## src/rtl/load_store_unit.sv

```systemverilog
// ============================================================================
// Module   : load_store_unit
// Purpose  : Byte/halfword/word load-store unit with unaligned access split
//            across two word-aligned memory cycles (read-modify-write stores).
// Revision : 1.0
// ============================================================================
`default_nettype none

module load_store_unit (
    input  logic        clk,
    input  logic        rst,
    input  logic        req_valid,
    output logic        req_ready,
    input  logic        req_we,
    input  logic [1:0]  req_size,
    input  logic        req_unsigned,
    input  logic [31:0] req_addr,
    input  logic [31:0] req_wdata,
    output logic        resp_valid,
    output logic [31:0] resp_rdata,
    output logic [31:0] mem_A,
    output logic [31:0] mem_WD,
    output logic        mem_WE,
    input  logic [31:0] mem_RD
);

    localparam logic [1:0] IDLE = 2'd0;
    localparam logic [1:0] ACC0 = 2'd1;
    localparam logic [1:0] ACC1 = 2'd2;
    localparam logic [1:0] DONE = 2'd3;

    logic [1:0]  r_state;
    logic        r_we;
    logic [1:0]  r_size;
    logic        r_uns;
    logic [31:0] r_addr;
    logic [31:0] r_wdata;
    logic [31:0] r_buf;

    logic [2:0]  w_len;
    logic        w_cross;
    logic        w_acc;
    logic        w_phase;
    logic [31:0] w_base;
    logic [2:0]  w_k [4];
    logic [3:0]  w_cov;
    logic [31:0] w_wd;
    logic [31:0] w_ext;

    function automatic logic [7:0] sel_byte(input logic [31:0] w, input logic [1:0] i);
        return w[8*i +: 8];
    endfunction

    always_comb begin
        w_len = 3'd4;
        if (r_size == 2'b00)
            w_len = 3'd1;
        else if (r_size == 2'b01)
            w_len = 3'd2;
    end

    assign w_cross = ({1'b0, r_addr[1:0]} + w_len) > 3'd4;
    assign w_acc   = (r_state == ACC0) || (r_state == ACC1);
    assign w_phase = (r_state == ACC1);
    assign w_base  = {r_addr[31:2], 2'b00};

    // Lane l maps to access byte k = l + 4*phase - offset; a 3-bit wrap of a
    // negative k lands at 5..7, which is never below the length, so it is uncovered.
    generate
        for (genvar l = 0; l < 4; l++) begin : g_lane
            assign w_k[l]   = {1'b0, 2'(l)} + {w_phase, 2'b00} - {1'b0, r_addr[1:0]};
            assign w_cov[l] = w_acc && (w_k[l] < w_len);
            assign w_wd[8*l +: 8] = !(w_acc && r_we) ? 8'h00 :
                                    w_cov[l] ? sel_byte(r_wdata, w_k[l][1:0]) :
                                               mem_RD[8*l +: 8];
        end
    endgenerate

    assign req_ready = (r_state == IDLE);
    assign resp_valid = (r_state == DONE);
    assign mem_A  = (r_state == ACC0) ? w_base :
                    (r_state == ACC1) ? w_base + 32'd4 : 32'd0;
    assign mem_WD = w_wd;
    // Gating with rst keeps an aborted access from landing its pending write.
    assign mem_WE = w_acc && r_we && !rst;

    always_comb begin
        w_ext = r_buf;
        if (r_size == 2'b00)
            w_ext = {{24{~r_uns & r_buf[7]}}, r_buf[7:0]};
        else if (r_size == 2'b01)
            w_ext = {{16{~r_uns & r_buf[15]}}, r_buf[15:0]};
    end

    assign resp_rdata = (r_state == DONE && !r_we) ? w_ext : 32'd0;

    always_ff @(posedge clk) begin
        if (rst) begin
            r_state <= IDLE;
            r_we    <= 1'b0;
            r_size  <= 2'b00;
            r_uns   <= 1'b0;
            r_addr  <= 32'd0;
            r_wdata <= 32'd0;
            r_buf   <= 32'd0;
        end else begin
            case (r_state)
                IDLE: begin
                    if (req_valid) begin
                        r_we    <= req_we;
                        r_size  <= req_size;
                        r_uns   <= req_unsigned;
                        r_addr  <= req_addr;
                        r_wdata <= req_wdata;
                        r_buf   <= 32'd0;
                        r_state <= ACC0;
                    end
                end
                ACC0:    r_state <= w_cross ? ACC1 : DONE;
                ACC1:    r_state <= DONE;
                default: r_state <= IDLE;
            endcase
            if (w_acc && !r_we) begin
                for (int l = 0; l < 4; l++) begin
                    if (w_cov[l])
                        r_buf[8*w_k[l][1:0] +: 8] <= mem_RD[8*l +: 8];
                end
            end
        end
    end

endmodule

`default_nettype wire

```

## config.mk

```make
export PLATFORM = sky130hd
export DESIGN_NAME = load_store_unit
export DESIGN_NICKNAME = d
export VERILOG_FILES = /design/src/rtl/load_store_unit.sv
export SDC_FILE = /design/constraint.sdc
export NUM_CORES = 1
export LEC_CHECK = 0
export BUFFER_PORTS_ARGS = -buffer_cell sky130_fd_sc_hd__buf_4
export CAP_MARGIN = 15
export CORE_ASPECT_RATIO = 1.1
export CORE_MARGIN = 2
export CORE_UTILIZATION = 46
export CTS_CLUSTER_SIZE = 30
export DETAILED_ROUTE_END_ITERATION = 7
export PLACE_DENSITY = 0.73
export SETUP_SLACK_MARGIN = 0.02
export SLEW_MARGIN = 15
export SYNTH_ARGS = -nofsm -noshare
export SYNTH_HDL_FRONTEND = slang
export SYNTH_SLANG_ARGS = --single-unit
```

## constraint.sdc

```tcl
create_clock -name clk -period 8.04 [get_ports clk]
set_input_delay 0.402 -clock clk [delete_from_list [all_inputs] [get_ports clk]]
set_output_delay 0.402 -clock clk [all_outputs]
set_load 0.05 [all_outputs]
```

# [Word level (Yosys, flattened, before mapping)]
# Index checks and enable logic that the tools add are counted.
[op_classes] n_addsub=13 order_cmp=5 n_eq_ne=5 shifts=12 muxes=36 bitwise_logic=3 reduce_logical=14
[ops] operator="$mux W32" count=19
[ops] operator="$neg A5 Y34" count=4
[ops] operator="$shift A8 B34 Y32 const A" count=4
[ops] operator="$shiftx A8 B34 Y32" count=4
[ops] operator="$bwmux W32" count=4
[ops] operator="$shiftx A32 B6 Y8" count=4
[ops] operator="$mux W8" count=8
[ops] operator="$add A32 B3 Y32 const B" count=1
[ops] operator="$lt A3 B3 Y1" count=4
[ops] operator="$sub A3 B2 Y3" count=4
[ops] operator="$logic_and A1 B1 Y1" count=8
[ops] operator="$add A2 B3 Y3 const A" count=2
[ops] operator="$mux W3" count=2
[ops] operator="$pmux W2 S3" count=1
[ops] operator="$eq A2 B1 Y1 const B" count=2
[ops] operator="$eq A2 B2 Y1 const B" count=2
[ops] operator="$logic_not A2 Y1" count=2
[ops] operator="$add A1 B3 Y3 const A" count=1
[ops] operator="$add A2 B3 Y3" count=1
[ops] operator="$gt A3 B3 Y1 const B" count=1
[ops] operator="$and A1 B1 Y1" count=2
[ops] operator="$logic_not A1 Y1" count=2
[ops] operator="$mux W2" count=1
[ops] operator="$ne A2 B2 Y1 const B" count=1
[ops] operator="4 further kinds" count=4
[totals] reg_bits=102 in_bits=103 out_inout_bits=99 wordCells=95

# [Logic depth before layout (Yosys ltp)]
[depth] ltp_word=19 ltp_mapped=14 mapped_depth_nobuf=10

# [Worst setup path after synthesis]
# No wires, ideal clock.
[synth_timing] path_kind="register to output" start="register r_addr[1]" end="output port mem_WD[16]" t_arrival_ps=4175 required_time_ps=7638 setup_slack_ps=3463 stages_incl_launch_ff=13 n_path_buf=4 cell_sequence="dfxtp_1 buf_1 clkbuf_1 inv_1 ha_1 clkbuf_1 inv_1 ha_1 or4_1 a21oi_4 buf_4 mux2i_1 nor2_1"
[synth_via] elab_chain_cells=5 word_cells_on_any_way=6 cone_classes="add/sub (1); order compare (1); shift (1); mux (2); reduce/logical (1)"
[synth_lines] item="from (decl)" line_no="36" source="logic [31:0] r_addr;"
[synth_lines] item="from (signal assigned)" line_no="113" source="r_addr <= req_addr;"
[synth_lines] item="$sub A3 B2 Y3 *" line_no="71" source="assign w_k[l] = {1'b0, 2'(l)} + {w_phase, 2'b00} - {1'b0, r_addr[1:0]};"
[synth_lines] item="parallel branches: the longest is 2 deep, another holds $shiftx A32 B6 Y8"
[synth_lines] item="$mux W8 *" line_no="74" source="w_cov[l] ? sel_byte(r_wdata, w_k[l][1:0]) :"
[synth_lines] item="$mux W8 *" line_no="73" source="assign w_wd[8*l +: 8] = !(w_acc && r_we) ? 8'h00 :"
[synth_lines] item="to (decl)" line_no="22" source="output logic [31:0] mem_WD,"
# Mark *: on every way between the ends.

# [Final worst setup path]
# Same ends and word-level chain as after synthesis.

==> flow_summary.yaml <==
floorplan:
  core_area_um2: 16950
  chipWidth_um: 129.3
  start_util: 0.4689
  die_y_um: 141.9
  boundaryPins: 202
  dieArea_um2: 18350
  row_count: 50
pwr:
  ir_drop_uv: 186.1
  power.density_nw_per_um2: 244.8
  p_leak_nw: 3.719
  power_mw: 2.402
layout:
  stdcell_count: 1434
  final_util: 0.5787
  fillerInstances: 1636
  nNetsFinal: 1317
  fin_area_um2: 9812
  area_growth_pct: 23.44
  diodes: 0
  drive_gt1_frac: 0.2392
  register_area_um2: 2043
  multi_input_area_um2: 5487
clock_tree:
  clkLatencyLatePin_ns: 0.37
  clkTransAtPathRegs_ns: 0.09
  clockBufferDepth: 2
  cts.htree.levels: 3
  cts_made_buffers: 9
  ctsHoldBuffers: 0
  post_cts_resized: 0
  cts_sinks: 102
  clock-root-buffer: "clkbuf_16"
  cts_tree: "built"
  postCtsSetupBuffers: 0
global_routing:
  grt.total_usage: 0.3071
  grt_pass1_wl_um: 43690
  grt_overflow: 0
  first_global_vias: 7880
  antenna_found_initial: 0
  grt_max_degree: 64
timing:
  slew_viol_final: 0
  relSlewSlack: 0.2532
  setup_viol: 0
  period_needed_ns: 4.647
  finalClockSkew_ns: 0.01995
  finalWorstSetupSlack_ns: 3.393
  rsz0062_at_grt: "false"
  fin_setup_tns_ns: 0
  worst_slew_pin_slew_ns: 1.112
  worst_hold_slack_ns: 0.2768
  finalCritPeriodShare: 0.5779
  clock.fmax_ghz: 0.2152
  hold_viol: 0
critical_path:
  start_kind: "register"
  r2r-end: "r_buf[22]"
  crit_arrival_ns: 4.24
  setup.worst_path.end_class: "output pin"
  cp.required_ns: 7.64
  crit_fanout: 29
  regToRegStartpoint: "r_addr[1]"
  reg2reg_depth: 11
  critPathKind: "register to output pin"
  r2r_slack_ns: 3.61
routing:
  remaining_drc_errors: 0
  dr.pass1.iters: 6
  drt_wl_total_um: 28490
  ant_nets: 0
  vias_per_cell: 6.059
  drtIter0Drc: 820
  dr_total_vias: 8688
  wl_per_cell_um: 19.87
logic_synthesis:
  synth_common_cells: "nand2_1, a21oi_1, dfxtp_1"
  synth_edf_count: 0
  syn_area_um2: 7949
  synth_ff_type: "dfxtp_1"
  ys_seq_elements: 102
  synth_top_area_cell: "dfxtp_1"
  avgSynthCellArea_um2: 7.614
  synth_area_leaders: "dfxtp_1, nand2_1, mux4_2, a21oi_1, nor2_1"
  yosys.cell_count.top_type: "nand2_1"
  yosysUniqueCellTypes: 64
  synth_cells: 1044
  seq_area_frac_synth: 0.2569
  yosys_warnings: 0
  async_flop_share: 0
  synth_top_cell_area_share: 0.2569
placed_design:
  port_buffers: 199
  place_area_um2: 9512
  place_ws_ns: 3.652
  dp_hpwl_um: 20850
  place_congestion: 1.000
  dp_cells: 1417
min_path:
  hold_start: "req_wdata[0]"
  holdPathStages: 3
  whs_endpoint: "r_wdata[0]"
  hold_class: "input pin to register"
status:
  outcome: "finished, final reports clean"
job:
  max_cap_violations: 0
critical path, stage by stage (launching register included):
cell and delay (ns):
dfxtp_1 0.31, buf_4 0.34, inv_1 0.20, ha_1 0.97, inv_1 0.20, ha_1 0.25, or4_1 0.49, a21oi_4 0.54
mux2i_1 0.27, nor2_1 0.06, buf_4 0.23
placed cells by master (no fill, tap or decap), types with 3 or more instances in the layout:
cell type	Yosys	layout
nand2_1	213	212
nor2b_1	21	21
dfxtp_1	102	101
xor2_1	10	10
inv_1	30	30
nor2_1	96	95
a211oi_1	14	14
a22o_1	12	12
nand3_1	29	29
or3_1	5	5
nand2b_1	14	14
o21a_1	10	10
mux2i_1	24	24
clkbuf_16	0	9
and3_1	6	6
a211oi_2	3	3
a32oi_1	7	7
a221oi_1	25	25
ha_1	19	19
a21oi_1	130	130
a221o_1	9	9
nor3b_1	3	3
mux4_2	32	32
o21ai_0	34	34
nand4_1	4	4
buf_4	3	211
nor4_2	7	7
and4_1	3	3
o31a_1	8	8
nor3_1	11	11
and2_1	14	13
o211ai_1	18	18
a32o_1	15	15
xnor2_1	13	13
flip-flops by register name (all words and copies together), names as in the netlist:
name / cells
r_uns: 1
r_buf: 32
r_size: 2
r_state: 2
r_wdata: 32
r_addr: 32
r_we: 1
power by group:
part	leakage [nW]	switching, mW	total [mW]	internal (mW)
Sequential	0.833	0.0831	0.655	0.572
Clock	0.145	0.229	0.447	0.218
Combinational	2.74	0.868	1.30	0.432
Total	3.72	1.18	2.40	1.22
cells by family after synthesis:
| group | after synthesis | share of synthesized area |
|---|---|---|
| and+or+nand+nor | 439 | 0.2548 |
| AOI/OAI and AO/OA | 300 | 0.2547 |
| DFF | 102 | 0.2569 |
| buffers and inverters | 102 | 0.05415 |
| muxes | 58 | 0.1237 |
| xor gates and xnor gates | 23 | 0.02534 |
| adders and majority gates | 19 | 0.02991 |
| other | 1 | 0.0004718 |
metal layers:
| layer | vias up | wire length (um) | global-route usage |
|---|---|---|---|
| li1 | 4070 | - | - |
| met1 | 4043 | 11500 | 0.4056 |
| met2 | 465 | 12960 | 0.4640 |
| met3 | 110 | 2480 | 0.06297 |
| met4 | 0 | 1547 | 0.1768 |
| met5 | - | 0 | 0 |
layout make-up:
| class | instances | share of cell area |
|---|---|---|
| multi-input cells | 841 | 0.5592 |
| flip-flops and latches | 102 | 0.2082 |
| repair buffers | 211 | 0.1614 |
| well taps | 234 | 0.02984 |
| clock buffers | 9 | 0.02295 |
| inverters | 30 | 0.01148 |
| clock inverters | 7 | 0.006886 |
how the worst max path moves through the flow:
| stage | start | to | slack, ns |
|---|---|---|---|
| finish | r_addr[1] | mem_WD[16] | 3.39 |
| global route | r_addr[1] | mem_WD[17] | 3.11 |
| CTS | r_addr[1] | mem_WD[16] | 3.40 |
| detailed placement | r_addr[1] | r_buf[22] | 3.65 |
| global placement | r_addr[1] | r_buf[22] | 3.82 |
| floorplan | r_addr[1] | mem_WD[16] | 3.46 |
Note: power is estimated with default switching activity, not from simulation.
